## src/rtl/xdisp_ctrl.sv

```systemverilog
// xdisp_ctrl: bus-mapped binary to multiplexed 7-segment display controller.
// Values are converted to BCD by an iterative double-dabble engine, then shown via shadow registers.
module xdisp_ctrl #(
  parameter int DATA_W      = 32,
  parameter int DIGITS      = 4,
  parameter int BIN_W       = 8,
  parameter int REFRESH_DIV = 50000
) (
  input  logic              clk,
  input  logic              rst,
  input  logic              sel,
  input  logic              we,
  input  logic [1:0]        addr,
  input  logic [DATA_W-1:0] data_in,
  output logic [DATA_W-1:0] data_out,
  output logic              busy,
  output logic [DIGITS-1:0] disp_sel,
  output logic [7:0]        disp_value
);

  localparam int BCD_W  = 4 * DIGITS;
  localparam int CTRL_W = 4 + DIGITS;
  localparam int CNT_W  = $clog2(BIN_W);
  localparam int IDX_W  = $clog2(DIGITS);
  localparam int RC_W   = $clog2(REFRESH_DIV);

  localparam logic [1:0] ST_IDLE  = 2'd0;
  localparam logic [1:0] ST_SHIFT = 2'd1;
  localparam logic [1:0] ST_LOAD  = 2'd2;

  logic [1:0]        state;
  logic [CNT_W-1:0]  cnt;
  logic [BIN_W-1:0]  val_latch;
  logic [BIN_W-1:0]  shift_bin;
  logic [BCD_W-1:0]  bcd_work;
  logic              ovf_work;
  logic [BCD_W-1:0]  bcd_adj;
  logic [BCD_W-1:0]  bcd_next;
  logic              shifted_out;

  logic [BCD_W-1:0]  shadow_bcd;
  logic              shadow_ovf;
  logic [BIN_W-1:0]  shadow_bin;
  logic [CTRL_W-1:0] ctrl_reg;

  logic [RC_W-1:0]   rcnt;
  logic [RC_W-1:0]   rcnt_next;
  logic [IDX_W-1:0]  idx;
  logic [IDX_W-1:0]  idx_next;

  logic [DIGITS-1:0] lead_zero;
  logic [3:0]        nib;
  logic [6:0]        seg;
  logic              dp_n;
  int                pos;

  logic              wr_value;
  logic              wr_ctrl;
  logic [1:0]        ctrl_msg;
  logic              ctrl_sgn;
  logic              ctrl_blank;
  logic [DIGITS-1:0] ctrl_dot;

  assign wr_value   = sel & we & (addr == 2'd0);
  assign wr_ctrl    = sel & we & (addr == 2'd1);
  assign busy       = (state != ST_IDLE);
  assign ctrl_msg   = ctrl_reg[1:0];
  assign ctrl_sgn   = ctrl_reg[2];
  assign ctrl_blank = ctrl_reg[3];
  assign ctrl_dot   = ctrl_reg[CTRL_W-1:4];

  function automatic logic [6:0] digit_code(input logic [3:0] n);
    logic [6:0] c;
    case (n)
      4'd0:    c = 7'h40;
      4'd1:    c = 7'h79;
      4'd2:    c = 7'h24;
      4'd3:    c = 7'h30;
      4'd4:    c = 7'h19;
      4'd5:    c = 7'h12;
      4'd6:    c = 7'h02;
      4'd7:    c = 7'h78;
      4'd8:    c = 7'h00;
      4'd9:    c = 7'h10;
      default: c = 7'h7F;
    endcase
    return c;
  endfunction

  // Text messages are right-aligned; positions beyond the message stay dark.
  function automatic logic [6:0] msg_code(input logic [1:0] m, input int p);
    logic [6:0] c;
    c = 7'h7F;
    case (m)
      2'b01: begin
        if (p == 1)      c = 7'h40;
        else if (p == 0) c = 7'h0C;
      end
      2'b10: begin
        if (p == 2)      c = 7'h41;
        else if (p == 1) c = 7'h08;
        else if (p == 0) c = 7'h47;
      end
      2'b11: begin
        if (p == 2)      c = 7'h06;
        else if (p == 1) c = 7'h2F;
        else if (p == 0) c = 7'h2F;
      end
      default: c = 7'h7F;
    endcase
    return c;
  endfunction

  // One double-dabble step: add-3 correction on every nibble, then shift in the next binary bit.
  always_comb begin
    bcd_adj = bcd_work;
    for (int d = 0; d < DIGITS; d++) begin
      if (bcd_adj[d*4 +: 4] >= 4'd5)
        bcd_adj[d*4 +: 4] = bcd_adj[d*4 +: 4] + 4'd3;
    end
    shifted_out = bcd_adj[BCD_W-1];
    bcd_next    = {bcd_adj[BCD_W-2:0], shift_bin[BIN_W-1]};
  end

  always_ff @(posedge clk or negedge rst) begin
    if (!rst) begin
      state      <= ST_IDLE;
      cnt        <= '0;
      val_latch  <= '0;
      shift_bin  <= '0;
      bcd_work   <= '0;
      ovf_work   <= 1'b0;
      shadow_bcd <= '0;
      shadow_ovf <= 1'b0;
      shadow_bin <= '0;
    end else if (wr_value) begin
      state     <= ST_SHIFT;
      cnt       <= '0;
      val_latch <= data_in[BIN_W-1:0];
      shift_bin <= data_in[BIN_W-1:0];
      bcd_work  <= '0;
      ovf_work  <= 1'b0;
    end else begin
      case (state)
        ST_SHIFT: begin
          bcd_work  <= bcd_next;
          shift_bin <= {shift_bin[BIN_W-2:0], 1'b0};
          ovf_work  <= ovf_work | shifted_out;
          if (cnt == CNT_W'(BIN_W-1))
            state <= ST_LOAD;
          else
            cnt <= cnt + CNT_W'(1);
        end
        ST_LOAD: begin
          shadow_bcd <= bcd_work;
          shadow_ovf <= ovf_work;
          shadow_bin <= val_latch;
          state      <= ST_IDLE;
        end
        default: state <= ST_IDLE;
      endcase
    end
  end

  always_ff @(posedge clk or negedge rst) begin
    if (!rst)
      ctrl_reg <= '0;
    else if (wr_ctrl)
      ctrl_reg <= data_in[CTRL_W-1:0];
  end

  always_comb begin
    data_out = '0;
    if (sel) begin
      case (addr)
        2'd0:    data_out = DATA_W'(shadow_bin);
        2'd1:    data_out = DATA_W'(ctrl_reg);
        2'd2:    data_out = DATA_W'({shadow_ovf, busy});
        default: data_out = '0;
      endcase
    end
  end

  always_comb begin
    rcnt_next = rcnt + RC_W'(1);
    idx_next  = idx;
    if (rcnt == RC_W'(REFRESH_DIV-1)) begin
      rcnt_next = '0;
      idx_next  = (idx == IDX_W'(DIGITS-1)) ? '0 : idx + IDX_W'(1);
    end
  end

  // lead_zero[i] is set when every nibble from i up to the top digit is zero.
  always_comb begin
    lead_zero = '0;
    lead_zero[DIGITS-1] = (shadow_bcd[BCD_W-1 -: 4] == 4'd0);
    for (int i = DIGITS-2; i >= 0; i--)
      lead_zero[i] = lead_zero[i+1] & (shadow_bcd[i*4 +: 4] == 4'd0);
  end

  // Segment pattern for the digit that becomes selected on the coming edge.
  always_comb begin
    pos  = int'(idx_next);
    nib  = shadow_bcd[{idx_next, 2'b00} +: 4];
    dp_n = ~ctrl_dot[idx_next];
    seg  = 7'h7F;
    if (ctrl_msg != 2'b00)
      seg = msg_code(ctrl_msg, pos);
    else if (shadow_ovf)
      seg = 7'h3F;
    else if (ctrl_sgn && (idx_next == IDX_W'(DIGITS-1)))
      seg = 7'h3F;
    else if (ctrl_blank && (idx_next != '0) && lead_zero[idx_next])
      seg = 7'h7F;
    else
      seg = digit_code(nib);
  end

  always_ff @(posedge clk or negedge rst) begin
    if (!rst) begin
      rcnt       <= '0;
      idx        <= '0;
      disp_sel   <= ~DIGITS'(1);
      disp_value <= 8'hC0;
    end else begin
      rcnt       <= rcnt_next;
      idx        <= idx_next;
      disp_sel   <= ~(DIGITS'(1) << idx_next);
      disp_value <= {dp_n, seg};
    end
  end

endmodule
```

## config.mk

```make
export PLATFORM = sky130hd
export DESIGN_NAME = xdisp_ctrl
export DESIGN_NICKNAME = d
export VERILOG_FILES = /design/src/rtl/xdisp_ctrl.sv
export SDC_FILE = /design/constraint.sdc
export NUM_CORES = 1
export LEC_CHECK = 0
export ABC_AREA = 1
export BUFFER_PORTS_ARGS = -buffer_cell sky130_fd_sc_hd__buf_4
export CAP_MARGIN = 0
export CORE_AREA = 3 3 106 108
export CTS_CLUSTER_SIZE = 10
export DETAILED_ROUTE_END_ITERATION = 10
export DIE_AREA = 0 0 109 111
export PLACE_DENSITY = 0.77
export REMOVE_ABC_BUFFERS = 1
export SLEW_MARGIN = 20
export SYNTH_ARGS = -nofsm -noshare
export SYNTH_HDL_FRONTEND = slang
export SYNTH_SLANG_ARGS = --single-unit
```

## constraint.sdc

```tcl
create_clock -name clk -period 2.1 [get_ports clk]
set_input_delay 0.315 -clock clk [delete_from_list [all_inputs] [get_ports clk]]
set_output_delay 0.315 -clock clk [all_outputs]
set_load 0.01 [all_outputs]
```

# --- After elaboration in Yosys (flattened, before gate mapping) ---
# Memory sizes are Yosys's and may differ from the RTL's.
# Index checks and enable logic that the tools add are counted.
totals:
  mem_count: 1
  out_inout_bits: 45
  register_bits: 101
  mem_bits_ro: 112
  inputBits: 38
memory_table:
  columns: ["memory", "depth", "word_bits", "read_ports", "rd_ports_with_merged_regs", "write_ports", "line", "source"]
  rows:
  - ["(name not given)", 16, 7, 1, 0, 0, "74", "case (n)"]
classes:
  addsub: 7
  n_bitwise: 10
  muxes: 38
  order_cmp: 5
  shifts: 2
  eq_ne: 15
  reduce_logical: 15
ops:
  columns: ["op", "n"]
  rows:
  - ["two-way mux 7 bit", 11]
  - ["two-way mux 16 bit", 3]
  - ["two-way mux 8 bit", 3]
  - ["case mux 8 bit (3 select lines)", 1]
  - ["case mux 7 bit (3 select lines)", 1]
  - ["adder 16 x 1 -> 16 bit, second input constant", 1]
  - ["adder 4 x 2 -> 4 bit, second input constant", 4]
  - ["== test 16 bit, second input constant", 1]
  - ["== test 2 bit, second input constant", 8]
  - ["greater-or-equal comparator 4 x 3 -> 1 bit, second input constant", 4]
  - ["logical NOT 4 bit", 4]
  - ["two-way mux 4 bit", 4]
  - ["indexed part select 16 x 5 -> 4 bit", 1]
  - ["two-way mux 2 bit", 5]
  - ["two-way mux 3 bit", 3]
  - ["nonzero test 2 bit", 4]
  - ["AND 1 bit", 6]
  - ["== test 2 x 1 -> 1 bit, second input constant", 3]
  - ["two-way mux 6 bit", 1]
  - ["binary-select mux 1 bit (select 2 bit)", 2]
  - ["logical NOT 2 bit", 2]
  - ["two-way mux 1 bit", 4]
  - ["inverter 4 bit", 1]
  - ["AND reduction 2 bit", 2]
  - ["10 further kinds", 13]

# --- Longest topological paths before layout ---
# Gate-level depths: netlist (run 1).
logic_depth:
  word_depth: 11
  ltp_mapped: 18

# --- Least setup slack after synthesis (run 1) ---
# OpenSTA, ideal clock, no wires.
synth_path:
  path_type: "reg-to-reg"
  start: "reg rcnt[0]"
  end: "reg disp_value[0]"
  path_slack_ps: -125
  required_time_ps: 2029
  path_stages_with_launch: 16
  n_path_buf: 1
  setup_ps: 71
  synth_period_minus_slack_ps: 2225
  t_arrival_ps: 2153
  cell_sequence: "dfrtp_1 > ha_1 > nand3_2 > nor2_4 > nand2_4 > nand2_4 > nand2_2 > buf_6 > ha_1 > inv_1 > nand2_1 > nor4_1 > nand3_1 > nand4_2 > nor2_1 > nor2_1"
synth_via:
  elab_chain_len: 9
  elab_cells_between_ends: 25
  classes_between: "eq/ne (4); shift (1); mux (14); reduce/logical (5); memory (1)"
synth_lines:
  columns: ["item", "line", "source"]
  rows:
  - ["from (decl)", "46", "logic [RC_W-1:0] rcnt;"]
  - ["from (signal assigned)", "226", "rcnt <= rcnt_next;"]
  - ["== test 16 bit (*)", "187", "if (rcnt == RC_W'(REFRESH_DIV-1)) begin"]
  - ["two-way mux 2 bit (*)", "187", null]
  - ["parallel branches: the longest is 6 deep, another holds memory read (16 x 7 bit)", null, null]
  - ["two-way mux 7 bit (*)", "207", "if (ctrl_msg != 2'b00)"]
  - ["named net seg[0]", "53", "logic [6:0] seg;"]
  - ["to (signal assigned)", "229", "disp_value <= {dp_n, seg};"]
  - ["to (decl)", "18", "output logic [7:0] disp_value"]
# Mark *: on every way through the listed nets, which the timed path passes. The select of a mux whose other input is x is not followed.
# A chain may end at the register's enable or synchronous reset.

# --- Final worst setup path (run 1) ---
layout_path:
  start: "reg rcnt[12]"
  end: "reg disp_value[3]"
# Same word-level chain as after synthesis.

==> results_dict.tcl, run 1 <==
set metrics [dict create \
    start_util_pct 51.34 \
    root_buffer "clkbuf_8" \
    worstSetupEndpointType "register" \
    dp_cells 849 \
    pnr_worst_setup_slack_ns -0.1535 \
    pwr_density_cell_nw_per_um2 1025 \
    grt_setup_unrepaired "yes" \
    io-pin-count 83 \
    die_height_um 111 \
    critical_path_class "reg2reg" \
    post-synth-top-count-cell "nand2_1" \
    synth_simple_gate_area_share_pct 20.89 \
    yosysTopAreaCellShare_pct 45.33 \
    yosys_register_bits 101 \
    finalSetupTns_ns -0.7492 \
    failed_checks "negative setup slack" \
    yosysSeqAreaShare_pct 47.80 \
    clkSinkCount 101 \
    final_layout_size_suffix_gt1_share_pct 24.83 \
    detail_route.wl_per_cell_um 14.25 \
    synth_xor_xnor_area_share_pct 1.157 \
    critPathMaxStageDelay_ns 0.45 \
    fmaxAchievable_ghz 0.4438 \
    cts_inserted_buffers 9 \
    worstSetupStartpointType "register" \
    drc 0 \
    whs_endpoint "val_latch[6]" \
    dp_hpwl_um 8683 \
    synth.yosys.warnings 0 \
    synth_compound_gate_area_share_pct 12.68 \
    first_global_vias 4585 \
    total_leakage_power_nw 3.274 \
    worstReg2RegEnd "disp_value[3]" \
    ir_drop_mv 0.4004 \
    die_area_sq_um 12100 \
    post-synth-top-area-cell "dfrtp_1" \
    finalWorstPathRequiredPeriod_ns 2.253 \
    number_of_flops_mapped_to_enable_cells_by_yosys 0 \
    critical_path.slowest_cell "dfrtp_1" \
    setup_viol_count_final 7 \
    maximum_number_of_pins_on_one_net_before_global_route_repair 50 \
    rr_worst_depth 15 \
    cts_tree "built" \
    grt_pass1_wl_um 20760 \
    worst_ep_arrival_time_ns 2.58 \
    n_antenna_cell 0 \
    globalRoute.totalOverflow 0 \
    firstDrtPassIters 5 \
    numPortBuffers 34 \
    netlist_top_cells_area "dfrtp_1 (45%), nand2_1 (8.7%), inv_1 (7.3%), o21ai_0 (5.9%), nand3_1 (4.1%)" \
    post_synth_inst_count 639 \
    core_area_sq_um 10320 \
    via_per_inst 5.286 \
    synth_flop_cell "dfrtp_1" \
    timing.critical_path.cells "nor2_1 -> nand2_1 -> nor2_4 -> nand2_4 -> buf_6 -> o21ai_4 -> nand3_2 -> nand2_2 -> inv_1 -> ha_4 -> inv_2 -> nand2_2 -> a21oi_4 -> nor2_4 -> nor2_1" \
    yosys-mux-area-fraction_pct 1.487 \
    routed_wirelength_um 12440 \
    whs_path_depth 3 \
    finClkSkew_ns 0.01592 \
    cp.required_ns 2.42 \
    slew_viol_final 0 \
    synthToLayoutAreaGrowth_pct 23.02 \
    relative_slew_slack_pct 63.17 \
    die_w_um 109 \
    netlist_area_sq_um 5300 \
    track_usage_pct 21.07 \
    synthesized_area_fraction_occupied_by_adder_cells_pct 4.013 \
    run_status "finished with violations" \
    r2r_start "rcnt[12]" \
    main_combinational_cell_family_by_area_after_synthesis "simple AND/OR/NAND/NOR gates" \
    syn_area_per_cell_sq_um 8.294 \
    route.antenna.remaining_nets 0 \
    reg.largest.list "bcd_work: 16 flops, rcnt: 16 flops, shadow_bcd: 16 flops" \
    synth_common_cells "nand2_1 (123), inv_1 (103), dfrtp_1 (96)" \
    worst_max_slew_pin_slew_ns 0.5504 \
    clk_latency_ns 0.39 \
    worstPathMaxFanout 5 \
    max_cap_viol_count 0 \
    drt_iter0_drc 345 \
    hp-start "data_in[6]" \
    hold_viol_final 0 \
    cts_max_path_buffers 2 \
    route.vias.total 4615 \
    layout_worst_path_cycle_share_pct 107.3 \
    grt_antenna_before_repair 0 \
    h_tree_lvls 3 \
    worst-r2r-setup-slack_ns -0.15 \
    hp-class "in2reg" \
    routabilityCongestion 0.9805 \
    finish.net_count 787 \
    core.rowCount 37 \
    synthArstFlopShare_pct 100.0 \
    synth_cell_type_count 42 \
    layoutNonFillerInstCount 873 \
    cts.clk_slew.worst_paths_ns 0.12 \
]
-- report_power, final --
part           switching (W)  leakage (nW)  internal, W
Clock               0.000779         0.101     0.000471
Combinational        0.00152          1.91      0.00101
Sequential          0.000388          1.27      0.00251
-- metal layers --
layer / part of all wire (%) / vias to the layer above / track usage (%)
met2: 52 / 143 / 35.38
met5: 0 / - / 0
met3: 4.5 / 21 / 3.378
met4: 1.8 / 0 / 7.407
met1: 42 / 2236 / 27.29
li1: - / 2215 / -
-- cell type report --
type | count | area [sq um]
fillers | 775 | 3804
flip-flops and latches | 101 | 2534
multi-input cells | 420 | 2477
repair buffers | 95 | 747.0
inverters | 105 | 394.1
well taps | 136 | 170.2
clock buffers | 9 | 123.9
clock inverters | 7 | 73.82
-- layout by cell type, fill, tap and decap left out, types with 3 or more instances in the layout --
cell	count
nand2_1	115
inv_1	102
dfrtp_1	96
buf_4	88
o21ai_0	62
nor2_1	39
nand3_1	35
conb_1	24
a21oi_1	14
ha_1	14
nand2_2	13
o22ai_1	11
nor2_2	10
clkbuf_8	9
xor2_1	7
o221ai_1	7
mux2_2	7
nand2_4	6
nand3_2	6
dfstp_2	5
buf_6	5
nor2_4	4
nand3_4	4
nor3_1	4
o21ai_1	4
o32ai_1	4
nand4_1	3
-- worst max-delay path by stage --
| stage | from | to | slack, ns |
|---|---|---|---|
| final | rcnt[12] | disp_value[3] | -0.15 |
| after global routing | rcnt[12] | disp_value[1] | -0.27 |
| after detailed placement | rcnt[0] | disp_value[3] | -0.24 |
| after floorplan | rcnt[0] | disp_value[0] | -0.1 |
| after global placement | rcnt[0] | disp_value[3] | -0.1 |
| after CTS | rcnt[1] | disp_value[3] | -0.03 |
-- worst max-delay path: cells and delay by family, from the launching register on --
family                   cells  cell delay (ns)
AO/OA/AOI/OAI                2             0.37
adder cells (fa/ha/maj)      1             0.21
buffers and inverters        3             0.26
flip-flops                   1             0.45
AND/OR/NAND/NOR              9             0.90
-- through the flow --
step	worst slack, ns	util [%]	hold slack (ns)	total power, W	area, sq um
floorplan	-0.09838	-	0.01941	0.004396	5150
global placement	-0.09529	57.98	0.3248	0.005037	5986
detailed placement	-0.2354	57.98	0.3281	0.005207	5986
CTS	-0.03188	61.60	0.1575	0.006526	6360
global route	-0.2747	63.16	0.1520	0.007194	6520
finish	-0.1535	63.16	0.1668	0.006685	6520
-- kinds of logic (layout without fill, tap and decap cells) --
logic type               after synthesis  after routing
buffers and inverters                141            216
multiplexers                           7              7
flip-flops                           101            101
XOR/XNOR                               7              7
AND/OR/NAND/NOR                      250            250
adder cells (fa/ha/maj)               17             17
other                                  1             24
AO/OA/AOI/OAI                        115            115
-- timing repair --
item / CTS / global route
buffers inserted: 6 / 1
setup endpoints to repair: 9 / 11
hold buffers: 1 / 0
hold endpoints to repair: 34 / 0
resized for setup: 27 / 35
pin swaps: 21 / 17
(Power assumes the default switching activity.)
==> run 2, diff against run 1 <==
--- a/config.mk
+++ b/config.mk
@@ -14,7 +14,7 @@
 export DIE_AREA = 0 0 109 111
 export PLACE_DENSITY = 0.77
 export REMOVE_ABC_BUFFERS = 1
-export SLEW_MARGIN = 20
+export SETUP_SLACK_MARGIN = 0.2
 export SYNTH_ARGS = -nofsm -noshare
 export SYNTH_HDL_FRONTEND = slang
 export SYNTH_SLANG_ARGS = --single-unit
==> run 2 against run 1 <==
  * Power grew 3.0%
  * Final cell count increased by 0.80%
  * Largest cell class is now multi-input combinational cells
  * Critical path type unchanged
  * The run still ends with negative setup slack left
  * Fmax is 0.14% higher
==> results_dict.tcl, run 2 (synthesized netlist as in run 1, its figures left out) <==
set metrics [dict create \
    run_status "finished with violations" \
    failed_checks "negative setup slack" \
    finalPower_w 0.006885 \
    core.rowCount 37 \
    layout_worst_path_cycle_share_pct 107.2 \
    worstSetupStartpointType "register" \
    multi_input_comb_area_sq_um 2630 \
    route.antenna.remaining_nets 0 \
    sequential_cell_area_sq_um 2534 \
    cp-endpoint "disp_value[5]" \
    synthToLayoutAreaGrowth_pct 27.15 \
    n_antenna_cell 0 \
    numPortBuffers 34 \
    via_per_inst 5.349 \
    hp-class "in2reg" \
    routabilityCongestion 0.9805 \
    pwr_density_cell_nw_per_um2 1022 \
    grt_antenna_before_repair 0 \
    worstSetupEndpointType "register" \
    ir_drop_mv 0.4335 \
    worst-r2r-setup-slack_ns -0.15 \
    finClkSkew_ns 0.01942 \
    globalRoute.totalOverflow 0 \
    finalSetupTns_ns -0.8311 \
    routed_wirelength_um 13300 \
    route.vias.total 4707 \
    total_leakage_power_nw 3.347 \
    final_common_cell "nand2_1" \
    drc 0 \
    grt_setup_unrepaired "yes" \
    cts_tree "built" \
    clk_latency_ns 0.40 \
    clkSinkCount 101 \
    detail_route.wl_per_cell_um 15.12 \
    firstDrtPassIters 5 \
    root_buffer "clkbuf_8" \
    fmaxAchievable_ghz 0.4444 \
    cts_max_path_buffers 2 \
    die_w_um 109 \
    cts_inserted_buffers 9 \
    layout.cells.most_common_list "nand2_1 (108), dfrtp_1 (96), inv_1 (95)" \
    cp.required_ns 2.38 \
    worst_max_slew_pin_slew_ns 0.6145 \
    track_usage_pct 21.39 \
    relative_slew_slack_pct 58.88 \
    reg.largest.list "bcd_work: 16 flops, rcnt: 16 flops, shadow_bcd: 16 flops" \
    start_util_pct 51.34 \
    drt_iter0_drc 440 \
    r2r_start "rcnt[0]" \
    die_height_um 111 \
    critical_path_class "reg2reg" \
    setup_viol_count_final 9 \
    n_fill_cell 728 \
    cts.clk_slew.worst_paths_ns 0.13 \
    core_area_sq_um 10320 \
    worst_ep_arrival_time_ns 2.53 \
    worstReg2RegEnd "disp_value[5]" \
    rr_worst_depth 13 \
    finish.net_count 794 \
    max_cap_viol_count 0 \
    io-pin-count 83 \
    critPathLaunch "rcnt[0]" \
    maximum_number_of_pins_on_one_net_before_global_route_repair 50 \
    pnr_worst_setup_slack_ns -0.1504 \
    finalWorstPathRequiredPeriod_ns 2.250 \
    grt_pass1_wl_um 21020 \
    worstPathMaxFanout 5 \
    first_global_vias 4610 \
    hold_viol_final 0 \
    dp_hpwl_um 8683 \
    final_layout_size_suffix_gt1_share_pct 29.30 \
    die_area_sq_um 12100 \
    slew_viol_final 0 \
    h_tree_lvls 3 \
]
==> run 2: cell types whose count changed in the layout (fill, tap and decap cells not counted), sizes merged <==
| cell | change |
|---|---|
| buf | +7 |
==> run 2: worst max-delay path: stages, from the launching register on <==
cell	delay (ns)
dfrtp_1	0.41
ha_4	0.17
nand3_4	0.09
nor2_4	0.15
nand2_4	0.10
buf_6	0.13
o21ai_4	0.22
buf_6	0.15
buf_6	0.11
o21ai_1	0.12
nand3_4	0.14
nand4_4	0.14
nor2_2	0.16
nor2_1	0.05
==> run 2: area by class of cell <==
| class | instances | area share [%] |
|---|---|---|
| multi-input combinational | 420 | 39.03 |
| sequential | 101 | 37.60 |
| timing repair buffer | 102 | 12.03 |
| inverter | 105 | 5.886 |
| tap | 136 | 2.525 |
| clock buffer | 9 | 1.838 |
| clock inverter | 7 | 1.095 |
==> run 2: worst min path at each step <==
| stage | to | cells past startpoint | start |
|---|---|---|---|
| floorplan | bcd_work[0] | 0 | rst |
| global placement | disp_value[0] | 1 | rst |
| detailed placement | disp_value[0] | 1 | rst |
| CTS | ctrl_reg[7] | 2 | data_in[7] |
| global route | ctrl_reg[7] | 2 | data_in[7] |
| finish | ctrl_reg[7] | 2 | data_in[7] |
==> run 2: repair_timing <==
action,in CTS,in global routing
endpoints found under the setup margin,11,16
buffers inserted,6,8
endpoints found under the hold margin,34,0
pin swaps,21,35
gates resized for setup,30,77
hold buffers,1,0
==> run 2: power breakdown <==
group | internal [W] | total [W] | switching, W
clock network | 0.000471 | 0.00126 | 0.000791
registers | 0.00251 | 0.00291 | 0.000400
logic | 0.00108 | 0.00271 | 0.00163
total | 0.00406 | 0.00689 | 0.00282
==> run 2: layer usage <==
layer	vias to the layer above	part of all wire (%)	global-route usage [%]
met4	0	2.9	8.333
met3	39	4.5	3.145
met1	2267	41	27.78
met5	-	0	0
li1	2227	-	-
met2	174	51	35.63
==> run 2: per-stage QoR <==
| step | hold slack [ns] | setup WS (ns) | instance area (sq um) | cells | utilization (%) |
|---|---|---|---|---|---|
| floorplan | 0.01941 | -0.09838 | 5150 | 626 | - |
| global placement | 0.3248 | -0.09529 | 5986 | 849 | 57.98 |
| detailed placement | 0.3281 | -0.2354 | 5986 | 849 | 57.98 |
| CTS | 0.1575 | -0.03188 | 6374 | 872 | 61.74 |
| global route | 0.1536 | -0.2694 | 6739 | 880 | 65.28 |
| finish | 0.1624 | -0.1504 | 6739 | 880 | 65.28 |
